[config.mk]
export PLATFORM = sky130hd
export DESIGN_NAME = seg7_decoder_rx
export DESIGN_NICKNAME = d
export VERILOG_FILES = /design/src/rtl/seg7_pkg.sv /design/src/rtl/seg7_debounce.sv /design/src/rtl/seg7_decoder_rx.sv
export SDC_FILE = /design/constraint.sdc
export NUM_CORES = 1
export LEC_CHECK = 0
export ABC_CLOCK_PERIOD_IN_PS = 3000
export CAP_MARGIN = 20
export CELL_PAD_IN_SITES_DETAIL_PLACEMENT = 1
export CELL_PAD_IN_SITES_GLOBAL_PLACEMENT = 1
export CORE_AREA = 2 2 78 80
export DETAILED_ROUTE_END_ITERATION = 10
export DIE_AREA = 0 0 80 82
export GPL_ROUTABILITY_DRIVEN = 0
export HOLD_SLACK_MARGIN = 0.08
export PLACE_DENSITY = 0.76
export SLEW_MARGIN = 0
export SYNTH_ARGS = -nofsm -noshare
export SYNTH_HDL_FRONTEND = slang
export SYNTH_SLANG_ARGS = --single-unit
[constraint.sdc]
create_clock -name clk -period 3 [get_ports clk]
set_clock_uncertainty 0.15 [all_clocks]
set_input_delay 0.45 -clock clk [delete_from_list [all_inputs] [get_ports clk]]
set_output_delay 0.45 -clock clk [all_outputs]
set_load 0.05 [all_outputs]
[src/rtl/seg7_pkg.sv]
// Shared 7-segment definitions: segment bit positions, the glyph table and
// encode/decode/classify helpers used by both the transmit and receive sides.
package seg7_pkg;

  // Segment bit positions inside a 7-bit pattern (active-high).
  localparam int SEG_A = 0;
  localparam int SEG_B = 1;
  localparam int SEG_C = 2;
  localparam int SEG_D = 3;
  localparam int SEG_E = 4;
  localparam int SEG_F = 5;
  localparam int SEG_G = 6;

  // All segments dark.
  localparam logic [6:0] SEG_BLANK = 7'h00;

  // Glyph table, index = hex value. Written MSB-first, so entry 0 (7'h3F) is last.
  localparam logic [15:0][6:0] SEG7_GLYPHS = {
    7'h71, 7'h79, 7'h5E, 7'h39,   // F E d C
    7'h7C, 7'h77, 7'h6F, 7'h7F,   // b A 9 8
    7'h07, 7'h7D, 7'h6D, 7'h66,   // 7 6 5 4
    7'h4F, 7'h5B, 7'h06, 7'h3F    // 3 2 1 0
  };

  // Result of a table lookup on a received pattern.
  typedef struct packed {
    logic       legal;
    logic [3:0] value;
  } seg7_dec_t;

  // Coarse classification of an accepted pattern.
  typedef enum logic [1:0] {
    SEG7_CLS_LEGAL   = 2'd0,
    SEG7_CLS_BLANK   = 2'd1,
    SEG7_CLS_ILLEGAL = 2'd2
  } seg7_cls_e;

  // Hex value to segment pattern.
  function automatic logic [6:0] seg7_encode(input logic [3:0] hex);
    return SEG7_GLYPHS[hex];
  endfunction

  // Segment pattern to {legal, value}; value is 0 when the pattern is not a glyph.
  function automatic seg7_dec_t seg7_decode(input logic [6:0] pattern);
    seg7_dec_t res;
    logic [4:0] idx;
    res.legal = 1'b0;
    res.value = 4'h0;
    for (int i = 0; i < 16; i++) begin
      idx = 5'(i);
      if (SEG7_GLYPHS[idx[3:0]] == pattern) begin
        res.legal = 1'b1;
        res.value = idx[3:0];
      end else begin
        res.legal = res.legal;
      end
    end
    return res;
  endfunction

  // Classify a pattern as a legal glyph, blank frame or illegal glyph.
  function automatic seg7_cls_e seg7_classify(input logic [6:0] pattern);
    seg7_dec_t dec;
    dec = seg7_decode(pattern);
    if (pattern == SEG_BLANK) begin
      return SEG7_CLS_BLANK;
    end else if (dec.legal) begin
      return SEG7_CLS_LEGAL;
    end else begin
      return SEG7_CLS_ILLEGAL;
    end
  endfunction

endpackage

[src/rtl/seg7_debounce.sv]
// Two-flop synchronizer plus stability counter for the 7-bit pad pattern.
// A pattern is accepted once it has been seen unchanged for STABLE_CYCLES
// consecutive synchronized cycles and differs from the last accepted one.
// stable_pattern holds the accepted pattern; stable_new strobes for one cycle
// on the edge after an accept has been registered.
module seg7_debounce
  import seg7_pkg::*;
#(
  parameter int STABLE_CYCLES = 4
) (
  input  logic       clk,
  input  logic       rst,
  input  logic [6:0] seg_in,
  output logic [6:0] stable_pattern,
  output logic       stable_new
);

  // Counter saturates at STABLE_CYCLES-1; legal range keeps this within 8 bits.
  localparam logic [7:0] STAB_LAST = 8'(STABLE_CYCLES - 1);

  logic [6:0] s1_r;
  logic [6:0] s2_r;
  logic [6:0] cand_r;
  logic [6:0] acc_r;
  logic [7:0] stab_cnt_r;
  logic       new_r;

  logic [6:0] cand_nxt_s;
  logic [6:0] acc_nxt_s;
  logic [7:0] stab_nxt_s;
  logic       new_nxt_s;
  logic       accept_s;

  // Accept when the candidate has been stable long enough and is a real change.
  always_comb begin
    accept_s = (stab_cnt_r == STAB_LAST) && (s2_r == cand_r) && (cand_r != acc_r);
  end

  // Candidate tracking, stability counting and accept bookkeeping.
  always_comb begin
    cand_nxt_s = cand_r;
    stab_nxt_s = stab_cnt_r;
    acc_nxt_s  = acc_r;
    new_nxt_s  = 1'b0;

    if (s2_r != cand_r) begin
      cand_nxt_s = s2_r;
      stab_nxt_s = 8'd0;
    end else if (stab_cnt_r < STAB_LAST) begin
      stab_nxt_s = stab_cnt_r + 8'd1;
    end else begin
      stab_nxt_s = stab_cnt_r;
    end

    if (accept_s) begin
      acc_nxt_s = cand_r;
      new_nxt_s = 1'b1;
    end else begin
      acc_nxt_s = acc_r;
      new_nxt_s = 1'b0;
    end
  end

  // Synchronizer chain and debounce state registers.
  always_ff @(posedge clk) begin
    if (rst) begin
      s1_r       <= 7'h00;
      s2_r       <= 7'h00;
      cand_r     <= 7'h00;
      acc_r      <= SEG_BLANK;
      stab_cnt_r <= 8'd0;
      new_r      <= 1'b0;
    end else begin
      s1_r       <= seg_in;
      s2_r       <= s1_r;
      cand_r     <= cand_nxt_s;
      acc_r      <= acc_nxt_s;
      stab_cnt_r <= stab_nxt_s;
      new_r      <= new_nxt_s;
    end
  end

  assign stable_pattern = acc_r;
  assign stable_new     = new_r;

endmodule

[src/rtl/seg7_decoder_rx.sv]
// Receive side of the 7-segment link: debounces the pad pattern, decodes
// accepted patterns back to hex and reports new values, blank frames and
// illegal glyphs. Also counts every accepted pattern change.
module seg7_decoder_rx
  import seg7_pkg::*;
#(
  parameter int STABLE_CYCLES = 4,
  parameter int CNT_W         = 8
) (
  input  logic             clk,
  input  logic             rst,
  input  logic [6:0]       seg_in,
  input  logic             clr_err,
  output logic [3:0]       value_out,
  output logic             valid,
  output logic             blank,
  output logic             err,
  output logic             err_sticky,
  output logic [CNT_W-1:0] change_count
);

  logic [6:0]       stable_pattern_s;
  logic             stable_new_s;

  logic [3:0]       value_r;
  logic             valid_r;
  logic             blank_r;
  logic             err_r;
  logic             sticky_r;
  logic [CNT_W-1:0] cnt_r;

  seg7_dec_t        dec_s;
  seg7_cls_e        cls_s;
  logic [3:0]       value_nxt_s;
  logic             valid_nxt_s;
  logic             blank_nxt_s;
  logic             err_nxt_s;
  logic             sticky_nxt_s;
  logic [CNT_W-1:0] cnt_nxt_s;

  seg7_debounce #(
    .STABLE_CYCLES (STABLE_CYCLES)
  ) u_debounce (
    .clk            (clk),
    .rst            (rst),
    .seg_in         (seg_in),
    .stable_pattern (stable_pattern_s),
    .stable_new     (stable_new_s)
  );

  // Decode the accepted pattern and work out the next flag/value/counter state.
  always_comb begin
    dec_s        = seg7_decode(stable_pattern_s);
    cls_s        = seg7_classify(stable_pattern_s);
    value_nxt_s  = value_r;
    valid_nxt_s  = 1'b0;
    blank_nxt_s  = blank_r;
    err_nxt_s    = 1'b0;
    cnt_nxt_s    = cnt_r;

    if (stable_new_s) begin
      // Counter wraps silently at 2^CNT_W.
      cnt_nxt_s = cnt_r + CNT_W'(1);
      case (cls_s)
        SEG7_CLS_LEGAL: begin
          value_nxt_s = dec_s.value;
          valid_nxt_s = 1'b1;
          blank_nxt_s = 1'b0;
        end
        SEG7_CLS_BLANK: begin
          blank_nxt_s = 1'b1;
        end
        SEG7_CLS_ILLEGAL: begin
          blank_nxt_s = 1'b0;
          err_nxt_s   = 1'b1;
        end
        default: begin
          // Unreachable encoding: treat as an illegal glyph so it is never silent.
          blank_nxt_s = 1'b0;
          err_nxt_s   = 1'b1;
        end
      endcase
    end else begin
      cnt_nxt_s = cnt_r;
    end

    // A new error outranks a simultaneous clear.
    if (err_nxt_s) begin
      sticky_nxt_s = 1'b1;
    end else if (clr_err) begin
      sticky_nxt_s = 1'b0;
    end else begin
      sticky_nxt_s = sticky_r;
    end
  end

  // Output registers.
  always_ff @(posedge clk) begin
    if (rst) begin
      value_r  <= 4'h0;
      valid_r  <= 1'b0;
      blank_r  <= 1'b1;
      err_r    <= 1'b0;
      sticky_r <= 1'b0;
      cnt_r    <= '0;
    end else begin
      value_r  <= value_nxt_s;
      valid_r  <= valid_nxt_s;
      blank_r  <= blank_nxt_s;
      err_r    <= err_nxt_s;
      sticky_r <= sticky_nxt_s;
      cnt_r    <= cnt_nxt_s;
    end
  end

  assign value_out    = value_r;
  assign valid        = valid_r;
  assign blank        = blank_r;
  assign err          = err_r;
  assign err_sticky   = sticky_r;
  assign change_count = cnt_r;

endmodule
==> key figures, run 1 <==
Status
  • Status: finished, final reports clean

Power
  • Logic pwr share: under 10%
  • Switching share of power: between 20% and 30%
  • Cell Pwr Density: between 400 and 500 nW/um2
  • Leakage: between 1 and 1.5 nW
  • Clock power share: around a third
  • Net Switching: 269 uW
  • Reg power frac: about three fifths
  • Peak VDD IR: 0.257 mV
  • Pint: 911 uW

Layout
  • Non-Filler Instances: 330
  • Multi-input logic area: approximately 1100 um2
  • Layout cell share with drive strength beyond 1: 5.10%
  • Sequential Area: around 1100 um2
  • Most common cell after layout, fill and taps aside: dfxtp_1
  • Commonest cells after routing, fill and taps aside: 53 x dfxtp_1, 25 x nor2_1, 25 x clkdlybuf4s50_1, 21 x nor2b_1
  • Area delta synth->final: 16.4%
  • Nets: around 270
  • Fill count: around 680
  • Antenna Cells: 0

Timing
  • Fin crit period: around 2.4 ns
  • Unrepaired setup endpoints after global routing: false
  • Max Clock Freq: a little over 400 MHz
  • Tightest Pin Transition: 0.559 ns
  • Final setup fails: 0
  • Max_slew headroom: approximately 63%
  • Setup_tns: 0 ns
  • Final Max Tran Viols: 0
  • Crit share post-route: about four fifths
  • Final hold viol count: 0

Yosys
  • Synth Register Bits: 53
  • Synthesized area: approximately 2200 um2
  • Share of flip-flops with an asynchronous set or reset: 0%
  • Mux share of post-synthesis cell area: 4.01%
  • Post-synth EDFFs: 0
  • Post-synth top area share: 47.2%
  • Synth area leader: dfxtp_1
  • Ys Warns: 0
  • Largest family of logic cells by synthesized area: simple AND/OR/NAND/NOR gates
  • Adder-Cell Fraction of Synth Area: approximately 1.6%
  • Post-Synth Simple-Gate Area: 23.7%
  • Leading register cell type out of synthesis: dfxtp_1
  • Syn_nets: ~250
  • Cell variety after synth: 44
  • Post-Synth XOR/XNOR Area: under 10%
  • Post-Synthesis Mean Instance Area: 9.52 um2
  • Synth top area cells: dfxtp_1 47%, nor2b_1 5.8%, xor2_1 4.3%
  • Synth Area in Compound Gates: between 10% and 20%
  • Register area share after synthesis: 47.2%
  • Synth Instances: 236

Global route
  • Total track usage: 15.4%
  • Largest net degree at the start of global routing: 21
  • GRT overflow: 0
  • Vias in the first global route: between 1500 and 2000
  • First-pass GRT wire length: ~8000 um
  • Initial antenna violation count: 0

Place
  • HPWL after DPL: 3190 um
  • Cells after DPL: roughly 320
  • IO buf count: 25

Flow run
  • Max-cap violations: 0

Worst setup path
  • Critical path type: reg2reg
  • Endpoint type of the worst setup path: flop
  • Cell Chain, Critical Path: nand2b_1 > nor4_1 > a22o_1 > nand4bb_1 > a21oi_1 > a311oi_1
  • Reg-to-Reg Start: u_debounce.stable_pattern[2]
  • Crit. Startpoint: u_debounce.stable_pattern[2]
  • Arr. time, crit path: around 2.5 ns
  • R2r endpoint: value_out[1]
  • FF-to-FF setup slack: 0.58 ns
  • Crit-path max FO: 14
  • Worst setup path end: value_out[1]
  • Worst path slowest cell: dfxtp_1
  • Crit path required time: a little over 3 ns
  • Setup crit start kind: flop
  • CP peak stage delay: about 0.65 ns
  • R2R cell count: 6

Drt
  • 1st-iter DRT viols: 77
  • Via count: 1690
  • Mean routed wirelength per cell: 13.6 um
  • Post-DRT Antenna Nets: 0
  • DRC viols: 0
  • Pre-antenna DRT Iters: 4
  • Vias/cell: slightly above 5
  • Drt total wl: roughly 4500 um

Floorplanning
  • Die W: about 80 um
  • Die area: ~6600 um2
  • Site Rows: 28
  • Core area: 5750 um2
  • # IOs: 26
  • Die Ht: 82 um
  • Initial Util: roughly two fifths

Clock network
  • CTS clk-pin slew, worst paths: around 0.090 ns
  • Setup Fix Bufs, Post-CTS: 0
  • CTS Buf Count: 5
  • CTS tree: built
  • CTS hold repair buffers: 0
  • Largest buffer count on any clock path: 2
  • Clk_lat worst skew: 0.31 ns
  • Post-CTS Resized: 0
  • TritonCTS Sinks: 53
  • Htree depth: 2
  • Root buf cell: clkbuf_8

Min path
  • Hold WC Path Type: reg2reg
-- worst max-delay path: cells and delay by family, from the launching register on --
kind,cells,cell delay [ns]
compound gates,3,0.60
flops,1,0.65
simple gates,3,0.93
-- routing by layer --
layer,track usage [%],wire (um),vias up
li1,-,-,854
met1,19.1,2100,806
met2,26.3,2180,24
met3,3.63,143,6
met4,5.59,72,0
met5,0,0,-
-- area by class of cell --
type,count,area share [%]
flip-flops and latches,53,40.6
clock inverters,2,0.526
inverters,3,0.431
clock buffers,6,2.78
repair buffers,28,10.4
well taps,75,3.59
multi-input cells,163,41.7
-- flip-flops by register name, summed over array words and instances, names as in the netlist --
| register | flops |
|---|---|
| u_debounce.stab_cnt_r | 8 |
| u_debounce.s2_r | 7 |
| u_debounce.stable_pattern | 7 |
| valid | 1 |
| u_debounce.s1_r | 7 |
| value_out | 4 |
| u_debounce.cand_r | 7 |
| change_count | 8 |
| err_sticky | 1 |
| blank | 1 |
| err | 1 |
| u_debounce.stable_new | 1 |
-- worst min path at each step --
stage	start	end	slack (ns)	cells past startpoint
2_1_floorplan	u_debounce.s1_r[0]	u_debounce.s2_r[0]	0.26	1
3_3_place_gp	u_debounce.s1_r[2]	u_debounce.s2_r[2]	0.27	1
3_5_place_dp	u_debounce.s1_r[2]	u_debounce.s2_r[2]	0.28	1
4_1_cts	u_debounce.s1_r[2]	u_debounce.s2_r[2]	0.30	1
5_1_grt	u_debounce.s1_r[5]	u_debounce.s2_r[5]	0.31	1
6_report	u_debounce.s1_r[4]	u_debounce.s2_r[4]	0.30	1
-- power groups by stage --
stage | Combinational, mW | Clock, mW | Sequential (mW)
2_1_floorplan | 0.0322 | 0 | 0.738
3_3_place_gp | 0.0509 | 0 | 0.739
3_5_place_dp | 0.0532 | 0 | 0.740
4_1_cts | 0.0534 | 0.424 | 0.723
5_1_grt | 0.0582 | 0.446 | 0.725
6_report | 0.0517 | 0.405 | 0.723
-- metrics by stage --
| step | utilization [%] | setup WS (ns) | power [mW] | hold WS, ns | cell area, um2 |
|---|---|---|---|---|---|
| 6_report | 45.5 | 0.578 | 1.18 | 0.296 | 2620 |
| 2_1_floorplan | - | 0.940 | 0.770 | 0.264 | 2250 |
| 3_5_place_dp | 44.0 | 0.621 | 0.793 | 0.277 | 2530 |
| 4_1_cts | 45.5 | 0.593 | 1.20 | 0.299 | 2620 |
| 5_1_grt | 45.5 | 0.343 | 1.23 | 0.314 | 2620 |
| 3_3_place_gp | 44.0 | 0.736 | 0.790 | 0.266 | 2530 |
-- cell usage after synthesis (2+ instances only) --
cell and number:
clkbuf_1 6, xor2_1 11, nor2b_1 21, nor2_1 25, o21a_1 2, o211ai_1 2
nand3_1 2, a41o_1 2, ha_1 2, a311oi_1 3, and2_1 6, or3_1 5
nand4_1 8, inv_1 3, and3_1 2, nand2b_1 4, xnor2_1 10, nand2_1 11
buf_4 2, nor4_1 4, o31ai_1 3, mux2i_1 9, a41oi_1 2, buf_1 3
buf_2 5, dfxtp_1 53, nor3_1 4, a21oi_1 8, o21ai_0 3
-- kinds of logic (layout without fill, tap and decap cells) --
logic type | count (synthesis) | in the layout
AO/OA/AOI/OAI | 32 | 32
XOR/XNOR | 21 | 21
adder cells (fa/ha/maj) | 3 | 3
buffers and inverters | 20 | 39
flip-flops | 53 | 53
multiplexers | 9 | 9
AND/OR/NAND/NOR | 98 | 98
No activity file was read; power rests on OpenSTA's default activity.
==> run 2, diff against run 1 <==
--- a/config.mk
+++ b/config.mk
@@ -5,16 +5,16 @@
 export SDC_FILE = /design/constraint.sdc
 export NUM_CORES = 1
 export LEC_CHECK = 0
-export ABC_CLOCK_PERIOD_IN_PS = 3000
+export ABC_CLOCK_PERIOD_IN_PS = 2200
 export CAP_MARGIN = 20
 export CELL_PAD_IN_SITES_DETAIL_PLACEMENT = 1
 export CELL_PAD_IN_SITES_GLOBAL_PLACEMENT = 1
-export CORE_AREA = 2 2 78 80
+export CORE_AREA = 2 2 80 82
 export DETAILED_ROUTE_END_ITERATION = 10
-export DIE_AREA = 0 0 80 82
+export DIE_AREA = 0 0 82 84
 export GPL_ROUTABILITY_DRIVEN = 0
 export HOLD_SLACK_MARGIN = 0.08
-export PLACE_DENSITY = 0.76
+export PLACE_DENSITY = 0.75
 export SLEW_MARGIN = 0
 export SYNTH_ARGS = -nofsm -noshare
 export SYNTH_HDL_FRONTEND = slang
==> constraint.sdc (replaced) <==
create_clock -name clk -period 2.2 [get_ports clk]
set_clock_uncertainty 0.15 [all_clocks]
set_input_delay 0.33 -clock clk [delete_from_list [all_inputs] [get_ports clk]]
set_output_delay 0.33 -clock clk [all_outputs]
set_load 0.05 [all_outputs]
==> key figures, run 2 (synthesized netlist as in run 1, its figures left out) <==
Place
  • DP Area: 2670 um2 (+5.6%)
  • IO buf count: 25 (unchanged)
  • HPWL after DPL: 3470 um (+8.8%)
  • Cells after DPL: 341 (+5.9%)

Min path
  • Hold Crit Endpoint: u_debounce.s2_r[4]
  • Worst Hold Depth: 1 (unchanged)
  • Hold path start: u_debounce.s1_r[4]
  • Hold WC Path Type: reg2reg

Timing
  • Final Max Tran Viols: 0 (unchanged)
  • Crit share post-route: 95.2% (+15 points)
  • Max Clock Freq: 477 MHz (+16%)
  • Fin crit period: 2.10 ns (-0.326 ns)
  • Final hold viol count: 0 (unchanged)
  • Tightest Pin Transition: 0.520 ns (-0.0392 ns)
  • Hold slack: 0.298 ns (+0.00173 ns)
  • Final setup fails: 0 (unchanged)
  • Max_slew headroom: 65.2% (+2.6 points)

Floorplanning
  • Die area: 6890 um2 (+5.0%)
  • Initial Util: 36.9% (-2.2 points)
  • Die W: 82 um (+2.5%)
  • Die Ht: 84 um (+2.4%)
  • Site Rows: 29 (+3.6%)
  • # IOs: 26 (unchanged)
  • Core area: 6100 um2 (+6.1%)

Drt
  • Vias/cell: 5.05 (-1.5%)
  • 1st-iter DRT viols: 89 (+16%)
  • Post-DRT Antenna Nets: 0 (unchanged)
  • Drt total wl: 4980 um (+11%)
  • Via count: 1766 (+4.5%)
  • Pre-antenna DRT Iters: 4 (unchanged)
  • Mean routed wirelength per cell: 14.2 um (+4.5%)
  • DRC viols: 0 (unchanged)

Worst setup path
  • Crit path required time: 2.28 ns (-0.80 ns)
  • Critical path type: reg2reg
  • Setup crit start kind: flop
  • Worst path slowest cell: or3b_4
  • Arr. time, crit path: 2.18 ns (-0.32 ns)
  • FF-to-FF setup slack: 0.10 ns (-0.47 ns)
  • Cell Chain, Critical Path: or3b_4 > a2111oi_4 > a41o_1 > nand4bb_4 > a21oi_1 > a311oi_1
  • R2r endpoint: value_out[1]
  • R2R cell count: 6 (unchanged)
  • CP peak stage delay: 0.42 ns (-0.23 ns)
  • Endpoint type of the worst setup path: flop
  • Crit-path max FO: 7 (-7)
  • Reg-to-Reg Start: u_debounce.stable_pattern[0]

Layout
  • Commonest cells after routing, fill and taps aside: 48 x dfxtp_1, 25 x nor2_1, 25 x clkdlybuf4s50_1, 21 x nor2b_1, 20 x buf_4
  • Layout cell share with drive strength beyond 1: 15.4% (+10 points)
  • Fill count: 714 (+4.7%)
  • Antenna Cells: 0 (unchanged)
  • Area delta synth->final: 25.7%
  • Final instance area: 2830 um2 (+8.0%)
  • Most common cell after layout, fill and taps aside: dfxtp_1
  • Nets: 284 (+6.8%)
  • Non-Filler Instances: 350 (+6.1%)

Status
  • Status: finished, final reports clean

Clock network
  • TritonCTS Sinks: 53 (unchanged)
  • Htree depth: 2 (unchanged)
  • Clk_lat worst skew: 0.32 ns (about the same)
  • CTS clk-pin slew, worst paths: 0.11 ns (+0.02 ns)
  • Largest buffer count on any clock path: 2 (unchanged)
  • CTS tree: built
  • CTS hold repair buffers: 0 (unchanged)
  • CTS Buf Count: 5 (unchanged)
  • Root buf cell: clkbuf_8

Power
  • Power, Total: 1.67 mW (+41%)
  • Peak VDD IR: 0.441 mV (+71%)
  • Leakage: 1.13 nW (+11%)
  • Cell Pwr Density: 591 nW/um2 (+31%)

Global route
  • Initial antenna violation count: 0 (unchanged)
  • GRT overflow: 0 (unchanged)
  • Vias in the first global route: 1793 (+3.8%)
  • Largest net degree at the start of global routing: 24 (+14%)
  • First-pass GRT wire length: 8430 um (+6.0%)
  • Total track usage: 15.6% (+0.18 points)

Flow run
  • Max-cap violations: 0 (unchanged)
run 2: cell types whose count changed in the layout (fill, tap and decap cells not counted), moves of 3 or more:
cell | before | now
dfxtp_1 | 53 | 48
buf_4 | 3 | 20
nor4_2 | 0 | 3
nor4_1 | 4 | 1
dfxtp_2 | 0 | 5
run 2: routing by layer:
layer	up-vias	share of wire, %	GRT usage [%]
met1	849	46	19.6
met3	8	2.6	4.00
met4	0	2.1	5.91
met2	26	49	25.3
met5	-	0	0
li1	883	-	-
run 2: worst max path at each step:
stage	from	endpoint	slack, ns	cells after the start
finish	u_debounce.stable_pattern[0]	value_out[1]	0.10	6
global route	u_debounce.stable_pattern[0]	value_out[1]	-0.05	6
global placement	u_debounce.stable_pattern[3]	value_out[0]	0.12	6
CTS	u_debounce.stable_pattern[3]	value_out[1]	0.03	6
floorplan	u_debounce.stable_pattern[1]	value_out[1]	0.14	8
detailed placement	u_debounce.stable_pattern[5]	u_debounce.stable_pattern[1]	0.07	7
run 2: report_power, final:
group	internal, mW	switching [mW]
Sequential	0.976	0.00926
Clock	0.239	0.361
Combinational	0.0465	0.0365
Total	1.26	0.407
run 2: repair_timing:
action	in CTS	in global routing
setup endpoints to repair	1	13
resized for setup	1	10
buffers inserted	0	1
hold endpoints to repair	0	0
pin swaps	0	2
run 2: critical path, delay by kind of cell, from the launching register on:
| family | cells | cell delay, ns |
|---|---|---|
| AOI/OAI and AO/OA | 4 | 0.89 |
| and+or+nand+nor | 2 | 0.62 |
| DFF | 1 | 0.36 |
run 2: layout make-up:
cell class	instances	area, um2	area share (%)
multi-input combinational	163	1130	40.1
sequential	53	1070	37.8
timing repair buffer	46	420	14.9
tap	77	96.3	3.41
clock buffer	5	68.8	2.44
clock inverter	3	28.8	1.02
inverter	3	11.3	0.399
run 2: per-stage QoR:
step	util, %	setup TNS, ns	setup slack [ns]
after floorplan	-	0	0.140
after global routing	46.3	-0.0892	-0.0512
after detailed placement	43.8	0	0.0664
final	46.3	0	0.105
after CTS	45.4	0	0.0343
after global placement	43.8	0	0.116
